<file path="src/rtl/mrfm_tx_deinterleave.sv">
// Pops interleaved 16-bit words from the TX FIFO, stages one frame of up to four
// channels and presents it on ch0..ch3 when the interpolation strobe arrives.
module mrfm_tx_deinterleave #(
    parameter int FIFO_AW = 12
) (
    input  logic               clock,
    input  logic               reset,
    input  logic               enable,
    input  logic [3:0]         numchan,
    input  logic [15:0]        fifo_data,
    input  logic               fifo_empty,
    input  logic [FIFO_AW-1:0] fifo_usedw,
    output logic               fifo_rdreq,
    input  logic               tx_strobe,
    output logic [15:0]        ch0,
    output logic [15:0]        ch1,
    output logic [15:0]        ch2,
    output logic [15:0]        ch3,
    output logic               strobe_out,
    input  logic               clear_status,
    output logic               tx_underrun
);

    localparam logic [1:0] ST_IDLE  = 2'd0;
    localparam logic [1:0] ST_FETCH = 2'd1;
    localparam logic [1:0] ST_READY = 2'd2;

    // A channel count of 0 means one word per frame; anything above 4 saturates.
    function automatic logic [2:0] eff_numchan(input logic [3:0] nc);
        logic [2:0] n;
        if (nc == 4'd0) begin
            n = 3'd1;
        end else if (nc > 4'd4) begin
            n = 3'd4;
        end else begin
            n = nc[2:0];
        end
        return n;
    endfunction

    logic [1:0]  state_r;
    logic [2:0]  n_r;
    logic [2:0]  cnt_r;
    logic [15:0] stage_r [0:3];
    logic [15:0] ch_r    [0:3];
    logic        strobe_out_r;
    logic        underrun_r;
    logic        rdreq_s;
    logic [2:0]  eff_n_s;
    logic        frame_avail_s;

    assign eff_n_s       = eff_numchan(numchan);
    assign frame_avail_s = (fifo_usedw >= {{(FIFO_AW-3){1'b0}}, eff_n_s});

    // Pop request: show-ahead FIFO, so the head word is captured on the same edge.
    always_comb begin
        rdreq_s = 1'b0;
        if (!reset && enable && (state_r == ST_FETCH) && !fifo_empty) begin
            rdreq_s = 1'b1;
        end else begin
            rdreq_s = 1'b0;
        end
    end

    // Frame fetch state machine, output frame registers and sticky underrun flag.
    always_ff @(posedge clock) begin
        if (reset) begin
            state_r      <= ST_IDLE;
            n_r          <= 3'd1;
            cnt_r        <= 3'd0;
            strobe_out_r <= 1'b0;
            underrun_r   <= 1'b0;
            for (int k = 0; k < 4; k++) begin
                stage_r[k] <= 16'h0000;
                ch_r[k]    <= 16'h0000;
            end
        end else if (!enable) begin
            // Disabled: drop any partial frame; strobes are ignored entirely.
            state_r      <= ST_IDLE;
            cnt_r        <= 3'd0;
            strobe_out_r <= 1'b0;
            for (int k = 0; k < 4; k++) begin
                stage_r[k] <= 16'h0000;
                ch_r[k]    <= 16'h0000;
            end
            if (clear_status) begin
                underrun_r <= 1'b0;
            end else begin
                underrun_r <= underrun_r;
            end
        end else begin
            strobe_out_r <= 1'b0;
            case (state_r)
                ST_IDLE: begin
                    if (frame_avail_s) begin
                        n_r     <= eff_n_s;
                        cnt_r   <= 3'd0;
                        state_r <= ST_FETCH;
                    end else begin
                        state_r <= ST_IDLE;
                    end
                end
                ST_FETCH: begin
                    if (rdreq_s) begin
                        stage_r[cnt_r[1:0]] <= fifo_data;
                        cnt_r               <= cnt_r + 3'd1;
                        if (cnt_r == (n_r - 3'd1)) begin
                            state_r <= ST_READY;
                        end else begin
                            state_r <= ST_FETCH;
                        end
                    end else begin
                        state_r <= ST_FETCH;
                    end
                end
                ST_READY: begin
                    if (tx_strobe) begin
                        for (int k = 0; k < 4; k++) begin
                            ch_r[k] <= (3'(k) < n_r) ? stage_r[k] : 16'h0000;
                        end
                        strobe_out_r <= 1'b1;
                        state_r      <= ST_IDLE;
                    end else begin
                        state_r <= ST_READY;
                    end
                end
                default: begin
                    state_r <= ST_IDLE;
                end
            endcase

            // A strobe with no complete frame emits zeros; set beats clear.
            if (tx_strobe && (state_r != ST_READY)) begin
                for (int k = 0; k < 4; k++) begin
                    ch_r[k] <= 16'h0000;
                end
                strobe_out_r <= 1'b1;
                underrun_r   <= 1'b1;
            end else if (clear_status) begin
                underrun_r <= 1'b0;
            end else begin
                underrun_r <= underrun_r;
            end
        end
    end

    assign fifo_rdreq  = rdreq_s;
    assign ch0         = ch_r[0];
    assign ch1         = ch_r[1];
    assign ch2         = ch_r[2];
    assign ch3         = ch_r[3];
    assign strobe_out  = strobe_out_r;
    assign tx_underrun = underrun_r;

endmodule

</file>
<file path="config.mk">
export PLATFORM = sky130hd
export DESIGN_NAME = mrfm_tx_deinterleave
export DESIGN_NICKNAME = d
export VERILOG_FILES = /design/src/rtl/mrfm_tx_deinterleave.sv
export SDC_FILE = /design/constraint.sdc
export NUM_CORES = 1
export LEC_CHECK = 0
export BUFFER_PORTS_ARGS = -buffer_cell sky130_fd_sc_hd__buf_2
export CAP_MARGIN = 20
export CORE_MARGIN = 4
export CORE_UTILIZATION = 30
export DETAILED_ROUTE_END_ITERATION = 10
export HOLD_SLACK_MARGIN = 0.06
export PLACE_DENSITY = 0.47
export SYNTH_ARGS = -nofsm -noshare
export SYNTH_HDL_FRONTEND = slang
export SYNTH_SLANG_ARGS = --single-unit
export TNS_END_PERCENT = 30
</file>
<file path="constraint.sdc">
create_clock -name clock -period 6.4 [get_ports clock]
set_clock_uncertainty 0.1 [all_clocks]
set_input_delay 0.64 -clock clock [delete_from_list [all_inputs] [get_ports clock]]
set_output_delay 0.64 -clock clock [all_outputs]
set_load 0.02 [all_outputs]
</file>
==> results of run 1 <==
==> power by group through the flow <==
stage / Clock (µW) / Sequential (µW) / Combinational (µW)
floorplan: 0 / 990 / 41.5
global placement: 0 / 991 / 76.5
detailed placement: 0 / 990 / 79.5
CTS: 978 / 972 / 80.1
global route: 1020 / 973 / 86.9
finish: 956 / 971 / 78.2
==> cells in the mapped netlist (all sizes together) <==
| cell | instances | share of area (%) |
|---|---|---|
| o31ai | 1 | 0.14 |
| a22oi | 48 | 6.7 |
| inv | 9 | 0.63 |
| nand3 | 2 | 0.28 |
| o32ai | 1 | 0.16 |
| ha | 9 | 2.1 |
| nor3 | 3 | 0.28 |
| and3 | 81 | 9.4 |
| nand2 | 12 | 0.84 |
| edfxtp | 80 | 45 |
| nand4 | 1 | 0.12 |
| o2111ai | 1 | 0.16 |
| and2b | 1 | 0.19 |
| o22ai | 1 | 0.23 |
| nand2b | 4 | 0.47 |
| xor2 | 4 | 0.65 |
| a311oi | 2 | 0.33 |
| a221o | 1 | 0.19 |
| buf | 15 | 2.1 |
| nor4 | 2 | 0.23 |
| o21a | 1 | 0.28 |
| o21ai | 1 | 0.093 |
| a311o | 1 | 0.19 |
| xnor2 | 2 | 0.33 |
| a21boi | 1 | 0.14 |
| a31oi | 2 | 0.51 |
| a221oi | 1 | 0.16 |
| nor2b | 1 | 0.26 |
| nand3b | 1 | 0.14 |
| and2 | 3 | 0.35 |
| clkbuf | 15 | 1.0 |
| nor2 | 55 | 4.2 |
| a21oi | 4 | 0.37 |
| or3b | 1 | 0.21 |
| dfxtp | 58 | 22 |
==> cells by family (layout without fill, tap and decap cells) <==
family                     after synthesis  after routing  synth area share [%]
buffers and inverters                   39            147                  3.78
xor gates and xnor gates                 6              6                 0.979
and+or+nand+nor                        167            167                  17.0
AOI/OAI and AO/OA                       66             66                  9.68
adders and majority gates                9              9                  2.10
DFF                                    138            138                  66.4
==> final cells by class <==
| type | instances | share of cell area (%) |
|---|---|---|
| clock inverters | 14 | 2.25 |
| inverters | 9 | 0.511 |
| flip-flops and latches | 138 | 53.9 |
| well taps | 225 | 4.26 |
| multi-input cells | 248 | 24.2 |
| repair buffers | 106 | 8.40 |
| clock buffers | 18 | 6.49 |
==> metrics by stage <==
stage | std cells | utilization [%] | total power, µW | area, µm²
2_1_floorplan | 425 | - | 1030 | 5370
3_3_place_gp | 725 | 34.5 | 1070 | 6010
4_1_cts | 758 | 38.0 | 2030 | 6610
3_5_place_dp | 726 | 34.7 | 1070 | 6040
5_1_grt | 758 | 38.0 | 2080 | 6610
6_report | 758 | 38.0 | 2010 | 6610
==> worst max path at each step <==
stage	cells after the start	slack (ps)	end	start
after floorplan	8	3900	n_r[0]	numchan[3]
after global placement	9	3350	n_r[0]	numchan[3]
after detailed placement	9	3290	n_r[0]	numchan[3]
after CTS	3	3560	fifo_rdreq	state_r[0]
after global routing	3	3400	fifo_rdreq	state_r[0]
final	3	3560	fifo_rdreq	state_r[0]
==> layer usage <==
layer | part of all wire [%] | up-vias
met5 | 0 | -
met4 | 1.3 | 0
met3 | 5.6 | 14
met2 | 46 | 97
met1 | 47 | 1674
li1 | - | 1766
==> flip-flops by register name, summed over array words and instances, names as in the netlist <==
name,flops
ch_r,64
stage_r,64
cnt_r,3
n_r,3
state_r,2
strobe_out,1
tx_underrun,1
==> metrics, run 1 <==
initial core utilization=30.8%; Core Rows=48; Skew-Pair Late Insertion Delay=420 ps; CTS tree=yes; antenna diode count=0; setup TNS=0 ps; Leakage=0.00308 µW; vias per std cell=4.68; via count=3551; worst-path fanout max=71; final routed DRC violation total=0; WL per Instance=17.3 µm; FMAX=352 MHz; Worst Setup Start Kind=register; Seq pwr share=48.4%; Yosys warnings=0; worst reg-to-reg setup slack=3850 ps; Setup Buffers After CTS=0; Clock Power Share=47.7%; met1 Resource Use GR=17.5%; final hold violations=0; most used routing layer=met2; Sequential Area=3560 µm²; gr usage total=13.4%; initial DRC count=175; Net Sw Frac=22.3%; Yosys reg bits=138; Worst Tran Pin Value=851 ps; Overflow after GRT=0; Num CTS Buffers=17; PortBufs=104; Final GP Congestion=0.708; clock sink count=138; area grow syn2layout=23.3%; pin count of the biggest net entering global routing=72; CTS Hold Bufs=0; CTS resizes=0; global routing usage on met3=4.28%; Die Ht=142 µm; leading cell types in the layout, fill and taps excluded=104 x buf_2, 81 x and3_1, 80 x edfxtp_1; top-level port count=105; Register-to-Register Path Depth=4; Root Buffer=clkbuf_16; met2 GRT Util=21.4%; H-tree levels=4; hpwl dp=9260 µm; net switching power=447 µW; Post-Synthesis Net Count=472; fillcell total=1721; crit path DAT=2100 ps; Period minus WS final=2840 ps; crit share post-route=44.4%; first-pass GRT wire length=20300 µm; initial antenna violation count=0; Hold Crit Class=primary input to register; remaining antenna violation count=0; PnR worst setup slack=3560 ps; cell family with the largest share of critical-path delay=simple AND/OR/NAND/NOR gates; CP Data Required Time=5660 ps; final hold slack=313 ps; mapped cell area=5370 µm²; post-synthesis cell type count=41; unrepaired setup endpoints after global routing=false; Hold Crit Endpoint=tx_underrun; Hold Crit Depth=2; number of global-route vias before repair=3528; setup violators final=0; drt pass-1 iters=4; Net count, final=567; reg-to-reg endpoint=stage_r[3][6]; Die X=142 µm; VDD IR-drop max=0.173 mV; Max-Cap Viols=0; pre-CTS setup slack=3290 ps; CP max-delay cell=nor2_8; Worst R2R Start=state_r[0]; PwrDens=303 nW/µm²; Mapped Cells=425; Logic pwr share=3.9%; WS Path Type=register to primary output; Multi-input gate area=1600 µm²; Pins Over Slew Limit=0; share of cells above drive strength 1=27.6%; commonest non-fill, non-tap cell in the layout=buf_2; hold_sp=clear_status; crit-path cells=or3b_4, nor2_8, buf_2; Slew HR=43.3%; Mapped Avg Cell Area=12.6 µm²; CTS max path bufs=2; core box area=17400 µm²; internal power=1560 µW; status=complete, no violations; critical path buffer and inverter count=1; sequential cell area fraction in the yosys report=66.4%; total wire length=13200 µm; Critical Path Max Stage Delay=540 ps; die area=20100 µm²; Worst Setup End Kind=primary output; CTS clock-pin slew for the worst setup and hold paths=60 ps
Power figures use the tool's default switching activity.
==> inputs of run 2 (changes only) <==
==> constraint.sdc (replaced) <==
create_clock -name clock -period 2.82 [get_ports clock]
set_clock_uncertainty 0.1 [all_clocks]
set_input_delay 0.282 -clock clock [delete_from_list [all_inputs] [get_ports clock]]
set_output_delay 0.282 -clock clock [all_outputs]
set_load 0.02 [all_outputs]
==> run 2 against run 1 <==
Clock-buffer cell count grew 1. Cell count grew 0.92%. Global-route usage shrank 0.083 points. Worst setup slack lost 3300 ps. Clock power grew to 2.7 times the previous value. Critical path depth grew 1. Wire length shrank 0.17%. Via count grew 1.5%. Sequential share of layout area shrank 1.1 points. Core utilization grew 0.79 points. Power grew 150%. Critical endpoint unchanged.
==> metrics, run 2 (synthesized netlist as in run 1, its figures left out) <==
first-pass GRT wire length=20300 µm; initial antenna violation count=0; final routed DRC violation total=0; crit share post-route=90.6%; Logic pwr share=3.8%; via count=3604; Setup Buffers After CTS=0; VDD IR-drop max=0.391 mV; drt pass-1 iters=5; Skew-Pair Late Insertion Delay=410 ps; initial DRC count=234; pin count of the biggest net entering global routing=41; top-level port count=105; CTS clock-pin slew for the worst setup and hold paths=60 ps; CTS tree=yes; antenna diode count=0; Period minus WS final=2550 ps; initial core utilization=30.8%; Seq pwr share=44.5%; WL per Instance=17.2 µm; CTS max path bufs=2; internal power=3980 µW; Net Sw Frac=19.6%; die area=20100 µm²; setup TNS=0 ps; leading cell types in the layout, fill and taps excluded=104 x buf_2, 81 x and3_1, 80 x edfxtp_1; Leakage=0.00316 µW; CTS Hold Bufs=1; Clock Power Share=51.8%; Pins Over Slew Limit=0; Root Buffer=clkbuf_16; FMAX=392 MHz; CTS resizes=0; gr usage total=13.3%; H-tree levels=4; PortBufs=104; Num CTS Buffers=17; unrepaired setup endpoints after global routing=false; worst-path fanout max=40; Net count, final=574; Final GP Congestion=0.732; CP Data Required Time=2440 ps; crit path DAT=2170 ps; Worst Setup End Kind=primary output; status=complete, no violations; final hold slack=73.1 ps; Slew HR=44.8%; core box area=17400 µm²; Max-Cap Viols=0; Die Ht=142 µm; post-route cell area=6750 µm²; vias per std cell=4.71; hpwl dp=9380 µm; commonest non-fill, non-tap cell in the layout=buf_2; number of global-route vias before repair=3568; Placed Instance Area=6060 µm²; share of cells above drive strength 1=28.1%; Overflow after GRT=0; remaining antenna violation count=0; Worst Setup Start Kind=register; Worst Tran Pin Value=828 ps; Hold Crit Class=primary input to register; Core Rows=48; biggest regs=ch_r: 64 flops, stage_r: 64 flops; final hold violations=0; area grow syn2layout=25.8%; total wire length=13100 µm; net switching power=971 µW; PwrDens=733 nW/µm²; clock sink count=138; Die X=142 µm; WS Path Type=register to primary output; setup violators final=0
==> run 2: cell types whose count changed in the layout (fill, tap and decap cells not counted) <==
cell / before / now
clkbuf_1: 1 / 2
clkinv_4: 4 / 1
dlygate4sd3_1: 0 / 1
bufinv_16: 2 / 7
clkinvlp_4: 3 / 2
buf_4: 1 / 8
buf_16: 1 / 0
inv_6: 2 / 0
==> run 2: area by class of cell <==
type / instances / area [µm²]
tap: 225 / 282
fill: 1696 / 10700
clock inverter: 13 / 248
clock buffer: 19 / 433
sequential: 138 / 3560
multi-input combinational: 248 / 1600
timing repair buffer: 113 / 591
inverter: 9 / 33.8
==> run 2: worst paths after layout <==
kind               start              to  slack [ps]  cells past startpoint
max           state_r[0]      fifo_rdreq         270                      4
min reg2reg  tx_underrun     tx_underrun         370                      2
min           numchan[1]          n_r[1]          70                      3
max reg2reg   state_r[0]  stage_r[3][12]         470                      4
==> run 2: metrics by stage <==
stage	util (%)	power, µW	cells	setup slack [ps]
after floorplan	-	2340	425	678
after global placement	34.8	2430	732	492
after detailed placement	34.8	2430	732	397
after CTS	38.8	5000	765	273
after global routing	38.8	5120	765	137
final	38.8	4950	765	266
==> run 2: worst max-delay path, stage by stage, from the launching register on <==
cell     delay, ps
dfxtp_1        380
or3b_4         440
nor2_8         360
buf_4          340
buf_2          230
==> run 2: power groups by stage <==
stage	logic, µW	registers, µW	clock network (µW)
floorplan	94.2	2250	0
global placement	185	2240	0
detailed placement	186	2240	0
CTS	188	2200	2610
global route	204	2200	2710
finish	186	2200	2560
==> run 2: routing by layer <==
metal | global-route usage (%) | part of all wire (%) | up-vias
met1 | 17.8 | 47 | 1712
met3 | 4.55 | 5.7 | 15
met4 | 4.80 | 1.6 | 0
met5 | 0 | 0 | -
li1 | - | - | 1773
met2 | 20.1 | 46 | 104
==> inputs of run 3 (changes only) <==
--- a/config.mk
+++ b/config.mk
@@ -11,7 +11,7 @@
 export CORE_UTILIZATION = 30
 export DETAILED_ROUTE_END_ITERATION = 10
 export HOLD_SLACK_MARGIN = 0.06
-export PLACE_DENSITY = 0.47
+export PLACE_DENSITY = 0.48
 export SYNTH_ARGS = -nofsm -noshare
 export SYNTH_HDL_FRONTEND = slang
 export SYNTH_SLANG_ARGS = --single-unit
==> constraint.sdc (replaced) <==
create_clock -name clock -period 2.2 [get_ports clock]
set_clock_uncertainty 0.1 [all_clocks]
set_input_delay 0.22 -clock clock [delete_from_list [all_inputs] [get_ports clock]]
set_output_delay 0.22 -clock clock [all_outputs]
set_load 0.02 [all_outputs]
==> run 3 against run 2 <==
First-iteration DRC count is 9.0% higher. Sequential cell count unchanged. Highest routed layer unchanged. Sequential power rose by 28%. Die area stayed put. Global-route usage grew 0.56 points. Core utilization increased by 0.27 points. Clock power up 12%. Sequential share of layout area fell by 0.36 points. Worst setup slack worse by 86 ps.
==> metrics, run 3 (synthesized netlist as in run 1, its figures left out) <==
status=complete, no violations; crit share post-route=91.8%; Net count, final=589; commonest non-fill, non-tap cell in the layout=buf_2; Placed Instance Area=6150 µm²; WL per Instance=17.2 µm; Register-to-Register Path Depth=5; hpwl dp=9420 µm; Root Buffer=clkbuf_16; number of global-route vias before repair=3744; biggest regs=ch_r: 64 flops, stage_r: 64 flops; Setup Buffers After CTS=0; WS Path Type=primary input to primary output; first-pass GRT wire length=21300 µm; PnR worst setup slack=180 ps; Worst Setup End Kind=primary output; initial DRC count=255; Hold Crit Depth=2; initial core utilization=30.8%; gr usage total=13.9%; leading cell types in the layout, fill and taps excluded=104 x buf_2, 81 x and3_1, 80 x edfxtp_1; Num CTS Buffers=17; via count=3680; Core Rows=48; pre-CTS setup slack=-20.0 ps; overall power=5920 µW; Final GP Congestion=0.724; final routed DRC violation total=0; CP Data Required Time=1880 ps; CTS tree=yes; H-tree levels=4; fillcell total=1685; CTS max path bufs=2; PwrDens=872 nW/µm²; final hold violations=0; Max-Cap Viols=0; drt pass-1 iters=5; initial antenna violation count=0; Skew-Pair Late Insertion Delay=420 ps; crit path DAT=1700 ps; die area=20100 µm²; core box area=17400 µm²; share of cells above drive strength 1=30.1%; setup violators final=0; Leakage=0.00320 µW; post-route cell area=6800 µm²; CTS clock-pin slew for the worst setup and hold paths=60 ps; Overflow after GRT=0; VDD IR-drop max=0.445 mV; unrepaired setup endpoints after global routing=false; Slew HR=49.0%; vias per std cell=4.72; top-level port count=105; worst-path fanout max=14; Hold Crit Class=primary input to register; PortBufs=104; Die Ht=142 µm; Worst Setup Start Kind=primary input; Pins Over Slew Limit=0; total wire length=13400 µm; Worst Tran Pin Value=765 ps; antenna diode count=0; Die X=142 µm; remaining antenna violation count=0; clock sink count=138; area grow syn2layout=26.7%; Period minus WS final=2020 ps; pin count of the biggest net entering global routing=35; FMAX=495 MHz
[run 3: worst max-delay path: stages]
cell	delay (ps)
dlygate4sd3_1	540
buf_2	200
nand2b_2	290
nor2_8	230
buf_2	220
[run 3: area by class of cell]
cell class                      instances  area, µm²  share of cell area (%)
Clock buffer                           22        485                    7.14
Clock inverter                         10        115                    1.69
Inverter                                9       33.8                   0.497
Multi-Input combinational cell        248       1610                    23.7
Sequential cell                       138       3560                    52.4
Tap cell                              225        282                    4.14
Timing Repair Buffer                  128        711                    10.5
[run 3: power breakdown]
group / leakage [µW] / switching (µW) / total (µW) / internal [µW]
combinational: 0.00154 / 170 / 253 / 83.1
sequential: 0.00137 / 25.5 / 2820 / 2790
clock: 0.000287 / 1060 / 2860 / 1790
[run 3: final timing paths]
| path | from | endpoint | slack, ps |
|---|---|---|---|
| setup / recovery | reset | fifo_rdreq | 180 |
| hold / removal | fifo_data[1] | stage_r[3][1] | 70 |
| setup reg to reg | state_r[0] | stage_r[3][2] | 300 |
| hold reg to reg | tx_underrun | tx_underrun | 370 |
[run 3: timing repair]
action                                  in CTS  in global routing
gates resized for setup                      0                  3
hold buffers                                 4                  0
endpoints found under the setup margin       0                  5
hold endpoints to repair                     3                  0
[run 3: routing by layer]
layer | global-route usage (%) | up-vias | share of wire (%)
met4 | 5.10 | 0 | 1.6
li1 | - | 1815 | -
met1 | 18.2 | 1732 | 46
met5 | 0 | - | 0
met3 | 5.06 | 17 | 7.7
met2 | 21.0 | 116 | 45
[run 3: metrics by stage]
stage | hold WS (ps) | cells | utilization [%] | setup TNS (ps)
after floorplan | 224 | 425 | - | 0
after global placement | 316 | 744 | 35.3 | 0
after detailed placement | 317 | 744 | 35.3 | -31.0
after CTS | 62.3 | 780 | 39.0 | 0
after global routing | 81.6 | 780 | 39.0 | 0
final | 74.7 | 780 | 39.0 | 0
